==> src/rtl/img_search_seq_if.sv <==
// Bundle of the pixel handshake, template-lookup and result signals for img_search_seq.
// The block uses the slave modport; the environment (camera path, ROM, host) uses master.
interface img_search_seq_if;
    logic        iSTART;
    logic [9:0]  iPIX;
    logic        iPIX_VAL;
    logic        oPIX_RDY;
    logic [12:0] oX;
    logic [12:0] oY;
    logic [9:0]  iTVAL;
    logic [17:0] oSAD;
    logic        oMATCH;
    logic        oDONE;
    logic        oBUSY;

    modport slave (
        input  iSTART, iPIX, iPIX_VAL, iTVAL,
        output oPIX_RDY, oX, oY, oSAD, oMATCH, oDONE, oBUSY
    );

    modport master (
        output iSTART, iPIX, iPIX_VAL, iTVAL,
        input  oPIX_RDY, oX, oY, oSAD, oMATCH, oDONE, oBUSY
    );
endinterface

==> src/rtl/img_search_seq.sv <==
// Template-match sequencer: walks the 16x16 cell grid in step with accepted camera
// pixels, realigns each pixel with the registered template value coming back from the
// lookup, and accumulates the sum of absolute differences into a final score.
module img_search_seq #(
    parameter int          HALVING = 4,
    parameter int          LAT     = 3,
    parameter logic [17:0] THRESH  = 18'd20000
) (
    input logic             iCLK,
    input logic             iRST_N,
    img_search_seq_if.slave bus
);
    localparam int PAD = 13 - 4 - HALVING;

    typedef enum logic [1:0] {
        IDLE  = 2'd0,
        RUN   = 2'd1,
        DRAIN = 2'd2
    } state_t;

    state_t      state;
    state_t      state_next;
    logic [7:0]  cnt;
    logic        start;
    logic        accept;
    logic        last_beat;
    logic        upstream_empty;
    logic        final_acc;
    logic        vld_p [LAT];
    logic [9:0]  pix_p [LAT];
    logic [17:0] acc;
    logic [17:0] sum;
    logic [17:0] sad;
    logic        match;
    logic        done;

    // Magnitude of an 11-bit signed pixel/template difference, widened to the accumulator.
    function automatic logic [17:0] abs_diff(input logic [9:0] a, input logic [9:0] b);
        logic signed [10:0] d;
        logic [10:0]        mag;
        d   = $signed({1'b0, a}) - $signed({1'b0, b});
        mag = d[10] ? $unsigned(-d) : $unsigned(d);
        return {7'd0, mag};
    endfunction

    assign start     = (state == IDLE) && bus.iSTART;
    assign accept    = (state == RUN) && bus.iPIX_VAL;
    assign last_beat = accept && (cnt == 8'd255);
    assign sum       = acc + abs_diff(pix_p[LAT-1], bus.iTVAL);
    // The final beat is the only valid entry left once every earlier stage has emptied.
    assign final_acc = (state == DRAIN) && vld_p[LAT-1] && upstream_empty;

    assign bus.oPIX_RDY = (state == RUN);
    assign bus.oBUSY    = (state != IDLE);
    assign bus.oX       = {{PAD{1'b0}}, cnt[3:0], {HALVING{1'b0}}};
    assign bus.oY       = {{PAD{1'b0}}, cnt[7:4], {HALVING{1'b0}}};
    assign bus.oSAD     = sad;
    assign bus.oMATCH   = match;
    assign bus.oDONE    = done;

    // Check whether any delay stage ahead of the last one still carries a beat.
    always_comb begin
        upstream_empty = 1'b1;
        for (int i = 0; i < LAT - 1; i++) begin
            if (vld_p[i]) begin
                upstream_empty = 1'b0;
            end
        end
    end

    // State register.
    always_ff @(posedge iCLK) begin
        if (!iRST_N) begin
            state <= IDLE;
        end else begin
            state <= state_next;
        end
    end

    // Next-state logic: start, last accept, and final accumulate drive the transitions.
    always_comb begin
        state_next = state;
        case (state)
            IDLE:    if (bus.iSTART) state_next = RUN;
            RUN:     if (last_beat)  state_next = DRAIN;
            DRAIN:   if (final_acc)  state_next = IDLE;
            default: state_next = IDLE;
        endcase
    end

    // Delay-line valids: a cycle without an accept inserts a bubble.
    always_ff @(posedge iCLK) begin
        if (!iRST_N) begin
            for (int i = 0; i < LAT; i++) begin
                vld_p[i] <= 1'b0;
            end
        end else begin
            vld_p[0] <= accept;
            for (int i = 1; i < LAT; i++) begin
                vld_p[i] <= vld_p[i-1];
            end
        end
    end

    // Delay-line pixel data, qualified by the valids so it needs no reset.
    always_ff @(posedge iCLK) begin
        pix_p[0] <= bus.iPIX;
        for (int i = 1; i < LAT; i++) begin
            pix_p[i] <= pix_p[i-1];
        end
    end

    // Cell counter, SAD accumulator and the result registers loaded on the final beat.
    always_ff @(posedge iCLK) begin
        if (!iRST_N) begin
            cnt   <= 8'd0;
            acc   <= 18'd0;
            sad   <= 18'd0;
            match <= 1'b0;
            done  <= 1'b0;
        end else begin
            done <= final_acc;
            if (start) begin
                cnt <= 8'd0;
                acc <= 18'd0;
            end else begin
                if (accept) begin
                    cnt <= cnt + 8'd1;
                end
                if (vld_p[LAT-1]) begin
                    acc <= sum;
                end
            end
            if (final_acc) begin
                sad   <= sum;
                match <= (sum <= THRESH);
            end
        end
    end
endmodule
==> src/flat_wrapper.sv <==
// flat-port wrapper written by rule: the top's interface ports become plain ports
module img_search_seq_flat 
#(
    parameter int          HALVING = 4,
    parameter int          LAT     = 3,
    parameter logic [17:0] THRESH  = 18'd20000
)
  (iCLK, iRST_N, bus_iSTART, bus_iPIX, bus_iPIX_VAL, bus_iTVAL, bus_oPIX_RDY, bus_oX, bus_oY, bus_oSAD, bus_oMATCH, bus_oDONE, bus_oBUSY);
  img_search_seq_if bus_i ();
  input logic iCLK;
  input logic iRST_N;
  input wire logic [$bits(bus_i.iSTART)-1:0] bus_iSTART;
  input wire logic [$bits(bus_i.iPIX)-1:0] bus_iPIX;
  input wire logic [$bits(bus_i.iPIX_VAL)-1:0] bus_iPIX_VAL;
  input wire logic [$bits(bus_i.iTVAL)-1:0] bus_iTVAL;
  output wire logic [$bits(bus_i.oPIX_RDY)-1:0] bus_oPIX_RDY;
  output wire logic [$bits(bus_i.oX)-1:0] bus_oX;
  output wire logic [$bits(bus_i.oY)-1:0] bus_oY;
  output wire logic [$bits(bus_i.oSAD)-1:0] bus_oSAD;
  output wire logic [$bits(bus_i.oMATCH)-1:0] bus_oMATCH;
  output wire logic [$bits(bus_i.oDONE)-1:0] bus_oDONE;
  output wire logic [$bits(bus_i.oBUSY)-1:0] bus_oBUSY;
  assign bus_i.iSTART = bus_iSTART;
  assign bus_i.iPIX = bus_iPIX;
  assign bus_i.iPIX_VAL = bus_iPIX_VAL;
  assign bus_i.iTVAL = bus_iTVAL;
  assign bus_oPIX_RDY = bus_i.oPIX_RDY;
  assign bus_oX = bus_i.oX;
  assign bus_oY = bus_i.oY;
  assign bus_oSAD = bus_i.oSAD;
  assign bus_oMATCH = bus_i.oMATCH;
  assign bus_oDONE = bus_i.oDONE;
  assign bus_oBUSY = bus_i.oBUSY;
  img_search_seq #(.HALVING(HALVING), .LAT(LAT), .THRESH(THRESH)) u_core (.iCLK(iCLK), .iRST_N(iRST_N), .bus(bus_i));
endmodule
==> config.mk <==
export PLATFORM = sky130hd
export DESIGN_NAME = img_search_seq_flat
export DESIGN_NICKNAME = d
export VERILOG_FILES = /design/src/rtl/img_search_seq_if.sv /design/src/rtl/img_search_seq.sv /design/src/flat_wrapper.sv
export SDC_FILE = /design/constraint.sdc
export NUM_CORES = 1
export LEC_CHECK = 0
export ABC_AREA = 0
export CORE_UTILIZATION = 50
export DETAILED_ROUTE_END_ITERATION = 16
export GPL_TIMING_DRIVEN = 1
export PLACE_DENSITY_LB_ADDON = 0.05
export SYNTH_ARGS = -nofsm -noshare
export SYNTH_HDL_FRONTEND = slang
export SYNTH_SLANG_ARGS = --single-unit
==> constraint.sdc <==
create_clock -name iCLK -period 9.41 [get_ports iCLK]
set_input_delay 1.882 -clock iCLK [delete_from_list [all_inputs] [get_ports iCLK]]
set_output_delay 1.882 -clock iCLK [all_outputs]
set_load 0.03 [all_outputs]
## Word level (Yosys, flattened, before mapping)

Memories as Yosys holds them, arrays and structs flattened.
Cells that the tools add are included.

- Input port bits: 24
- Memories kept: 2
- RAM bits: 33
- Output and inout bits: 48
- Register bits after elaboration: 48

- Add/subtract/negate cells: 4
- Reduce and logical (&&, ||, !) cells: 9
- Eq/ne operators: 6
- $lt $le $gt $ge: 1
- Multiplexer cells: 12
- Bitwise gates (word level): 4

Memory list:

| memory | depth | width | read ports | clocked after Yosys merged registers in | write ports | RTL line | RTL |
|---|---|---|---|---|---|---|---|
| u_core.pix_p | 3 | 10 | 3 | 0 | 3 | img_search_seq.sv:30 | `logic [9:0] pix_p [LAT];` |
| u_core.vld_p | 3 | 1 | 3 | 0 | 3 | img_search_seq.sv:29 | `logic vld_p [LAT];` |

Operators by type and width:

| kind | number |
|---|---|
| 18-bit by 11-bit adder with 18-bit output | 1 |
| 18-bit by 15-bit less-or-equal comparator with 1-bit output, second input constant | 1 |
| 11-bit two-way mux | 1 |
| 11-bit negator | 1 |
| 10-bit by 10-bit subtractor with 11-bit output | 1 |
| 8-bit by 1-bit adder with 8-bit output, second input constant | 1 |
| 8-bit == test, second input constant | 1 |
| 1-bit two-way mux | 7 |
| 2-bit two-way mux | 3 |
| 2-bit case mux with 3 select lines | 1 |
| 1-bit logical AND | 5 |
| 2-bit by 1-bit inequality test with 1-bit output, second input constant | 2 |
| 1-bit OR | 3 |
| 3-bit AND reduction | 1 |
| 2-bit by 1-bit == test with 1-bit output, second input constant | 1 |
| 2-bit == test, second input constant | 1 |
| 2-bit logical NOT | 1 |
| 2-bit inequality test, second input constant | 1 |
| 2-bit nonzero test | 1 |
| 2-bit OR reduction | 1 |
| 1-bit inverter | 1 |

## Depth between registers and ports, before layout

An unclocked memory read counts as a cell.

- Word-level depth: 6
- Depth in mapped cells: 23

## Worst setup path after synthesis

Ideal clock, no wire load.

- Path kind: input-to-reg
- From: input bus_iTVAL[0]
- To: register u_core.match (netlist: u_core.bus.oMATCH)
- Slack: 3.655 ns
- Cell stages on the path: 20
- Arrival: 5.668 ns
- Data required time: 9.323 ns
- Buffers on the path: 1
- Cells stage by stage: ha_1 inv_1 fa_1 a211oi_1 o21ai_0 a31oi_1 nor2b_1 o21ai_0 nand2b_1 clkbuf_1 mux2_2 fa_1 a211oi_2 nor2_1 xor2_1 or3_1 a21o_1 o311ai_2 nor3_1 o31ai_1

- Cells in the longest elaborated chain, start to end: 5

Ends and longest elaborated chain:

| what | RTL line | RTL |
|---|---|---|
| start: declaration | flat_wrapper.sv:15 | `input wire logic [$bits(bus_i.iTVAL)-1:0] bus_iTVAL;` |
| 10-bit by 10-bit subtractor with 11-bit output (*) | img_search_seq.sv:41 | `d = $signed({1'b0, a}) - $signed({1'b0, b});` |
| 11-bit negator | img_search_seq.sv:42 | `mag = d[10] ? $unsigned(-d) : $unsigned(d);` |
| 11-bit two-way mux (*) | img_search_seq.sv:42 |  |
| 18-bit by 11-bit adder with 18-bit output (*) | img_search_seq.sv:49 | `assign sum = acc + abs_diff(pix_p[LAT-1], bus.iTVAL);` |
| 18-bit by 15-bit less-or-equal comparator with 1-bit output (*) | img_search_seq.sv:136 | `match <= (sum <= THRESH);` |
| end signal: assignment | img_search_seq.sv:136 |  |
| end: declaration | img_search_seq.sv:34 | `logic match;` |

Every way passes the cells marked *; elsewhere a longest branch is shown, timed or not.
A chain may end at the register's enable or synchronous reset.

## Worst setup path after layout

Same ends and word-level chain as after synthesis.

==> results.py <==
metrics = {
    "run_status": {
        "status": "complete, no violations",
    },
    "power": {
        "power.leakage_uw": 0.00191,
        "p_total_uw": 757,
        "power_density_mw_per_mm2": 162,
        "peakVddDrop_v": 0.000118,
    },
    "placed_design": {
        "io_buffers": 53,
        "place.gp.congestion": 0.857,
        "pre_cts_ws_ns": 2.78,
        "dp_hpwl_um": 5320,
        "dpl_cell_area_mm2": 0.00446,
    },
    "synth": {
        "yosysTopAreaCell": "dfxtp_1",
        "synthDistinctLibCells": 46,
        "synth_area_leaders": "dfxtp_1 (41%), ha_1 (7.3%), xnor2_1 (4.9%), xor2_1 (4.9%), nand2_1 (4.8%)",
        "ys_seq_area_share_pct": 41.1,
        "avgSynthCellArea_um2": 9.03,
        "yosysTopAreaCellShare_pct": 41.1,
        "synth-seq-cells": 81,
        "ys_warn_count": 0,
        "ys.flop_type": "dfxtp_1",
        "synthCells": 437,
        "synth_edf_count": 0,
        "syn-cell-area_mm2": 0.00395,
        "async_flop_share_pct": 0,
    },
    "detailed_routing": {
        "routed_via_density": 5.02,
        "wirelength_um": 7110,
        "drt_first_iter_violations": 90,
        "first_pass_iters": 4,
        "drcViolationCount": 0,
        "vias": 2952,
        "wire_per_inst_um": 12.1,
        "ant_nets": 0,
    },
    "grt": {
        "grt.total_usage_pct": 18.8,
        "grt_pass1_vias": 2780,
        "antenna_found_initial": 0,
        "grt_pass1_wl_um": 12400,
        "grt_max_degree": 28,
        "grt_remaining_overflow": 0,
    },
    "clock_tree": {
        "cts.path.max_buffers": 2,
        "cts_buffers": 9,
        "cts_setup_buffers": 0,
        "worstSkewPairLatency_ns": 0.36,
        "clock-sinks": 81,
        "path_clk_slew_ns": 0.08,
        "root_buffer": "clkbuf_8",
        "cts_tree": "built",
        "postCtsHoldBufs": 0,
        "cts_htree_levels": 3,
        "cts_resized": 0,
    },
    "floorplan": {
        "fp.dieW_um": 90.9,
        "floorplan.initialDensity_pct": 51.4,
        "rows": 32,
        "fp.dieH_um": 90.9,
        "core_area_mm2": 0.00769,
        "die_area_mm2": 0.00825,
        "ios": 72,
    },
    "setup_path": {
        "cp-end-kind": "flop",
        "cpPeakStageDelay_ns": 0.47,
        "path_class": "input port to flop",
        "worstPathCellList": "clkdlybuf4s50_1 > ha_1 > inv_1 > fa_1 > a211oi_1 > o21ai_0 > a31oi_1 > nor2b_1 > o21ai_0 > nand2b_1 > mux2_2 > fa_1 > a211oi_2 > nor2_1 > xor2_1 > or3_1 > a21o_1 > o311ai_2 > nor3_1 > o31ai_1",
        "cp.arrival_ns": 6.54,
        "cpLargestDelayFamily": "compound AO/OA/AOI/OAI gates",
        "path_buf_inv": 2,
        "crit_required_ns": 9.69,
        "cp-start-kind": "input port",
        "slowest_stage": "clkdlybuf4s50_1",
        "cp_max_fo": 10,
    },
    "timing": {
        "fin_setup_tns_ns": 0,
        "tightest_slew_ns": 0.997,
        "period_share_pct": 66.5,
        "drv_slew": 0,
        "setup_violations": 0,
        "fmax_ghz": 0.160,
        "hold_slack_ns": 0.328,
        "rsz0062_at_grt": "no",
        "fin_ws_ns": 3.15,
        "max_slew_margin_pct": 33.4,
        "worst_clock_skew_ns": 0.00892,
        "period_minus_slack_ns": 6.26,
        "hold_viol_final": 0,
    },
    "finish": {
        "area_growth_pct": 18.2,
        "nets": 530,
        "n_antenna_cell": 0,
        "n_fill_cell": 690,
        "stdcell_area_mm2": 0.00466,
        "drive_gt1_share_pct": 5.14,
    },
    "job": {
        "max-cap-violations": 0,
    },
    "hold_path": {
        "hold_path.class": "flop to flop",
    },
}
## flip-flops by register name, indices dropped and copies added, names as in the netlist
signal / count
u_core.acc: 18
u_core.pix_p: 30
u_core.bus.oMATCH: 1
u_core.cnt: 8
u_core.bus.oSAD: 18
u_core.vld_p: 3
u_core.bus.oDONE: 1
u_core.state: 2
## final timing paths
kind / startpoint / end / slack (ns) / cells past startpoint
setup / recovery: bus_iTVAL[0] / u_core.bus.oMATCH$_SDFFE_PN0P_ / 3.15 / 20
hold / removal: u_core.pix_p[0][18]$_DFF_P_ / u_core.pix_p[0][28]$_DFF_P_ / 0.33 / 0
setup reg to reg: u_core.pix_p[0][20]$_DFF_P_ / u_core.bus.oMATCH$_SDFFE_PN0P_ / 4.82 / 20
hold reg to reg: u_core.pix_p[0][18]$_DFF_P_ / u_core.pix_p[0][28]$_DFF_P_ / 0.33 / 0
## routing by layer
metal | vias up | routed length [um] | part of all wire (%) | global-route usage (%)
met5 | - | 0 | 0 | 0
met4 | 0 | 86 | 1.2 | 6.75
met2 | 70 | 3440 | 48 | 33.0
met1 | 1345 | 3230 | 45 | 21.7
li1 | 1530 | - | - | -
met3 | 7 | 353 | 5.0 | 5.39
## logic make-up after synthesis
kind of cell | share of synthesized area, %
fa+ha+maj | 8.30
other cells | 0.0950
compound gates | 13.8
simple gates | 17.1
xor+xnor | 9.76
flops | 41.1
buf+inv | 6.81
mux | 3.07
## through the flow
step                      cells  util, %
after floorplan             454        -
after global placement      572     58.0
after detailed placement    572     58.0
after CTS                   588     60.7
after global routing        588     60.7
final                       588     60.7
## placed cells by master (no fill, tap or decap), types with 11 or more instances in the layout
master,n
nor2_1,40
xnor2_1,22
a21boi_0,13
inv_1,16
clkdlybuf4s50_1,53
o21ai_0,13
conb_1,18
nand2_1,50
a21oi_1,19
ha_1,23
xor2_1,22
dfxtp_1,81
mux2i_1,11
## Yosys cell counts (13+ instances only)
| master | number |
|---|---|
| dfxtp_1 | 81 |
| nand2_1 | 50 |
| nor2_1 | 40 |
| ha_1 | 23 |
| xnor2_1 | 22 |
| xor2_1 | 22 |
| a21oi_1 | 19 |
| buf_4 | 18 |
| inv_1 | 16 |
| clkbuf_1 | 14 |
| a21boi_0 | 13 |
| o21ai_0 | 13 |
## worst reg2reg max path: stages, from the launching register on
cell      delay, ns
dfxtp_1        0.30
inv_1          0.04
ha_1           0.14
inv_1          0.05
fa_1           0.41
a211oi_1       0.31
o21ai_0        0.16
a31oi_1        0.25
nor2b_1        0.07
o21ai_0        0.15
nand2b_1       0.23
mux2_2         0.38
fa_1           0.45
a211oi_2       0.26
nor2_1         0.09
xor2_1         0.17
or3_1          0.36
a21o_1         0.19
o311ai_2       0.21
nor3_1         0.09
o31ai_1        0.22
## cell type report
class | count | area (um2) | area share, %
timing repair buffer | 53 | 531 | 11.4
clock inverter | 6 | 66.3 | 1.42
tap | 102 | 128 | 2.74
inverter | 16 | 60.1 | 1.29
multi-input combinational | 320 | 2120 | 45.5
clock buffer | 10 | 138 | 2.95
sequential | 81 | 1620 | 34.8
## power breakdown
part / internal, uW / switching (uW)
combinational: 56.4 / 87.5
clock: 130 / 129
sequential: 350 / 2.78
total: 537 / 220
No activity file was read; power rests on OpenSTA's default activity.
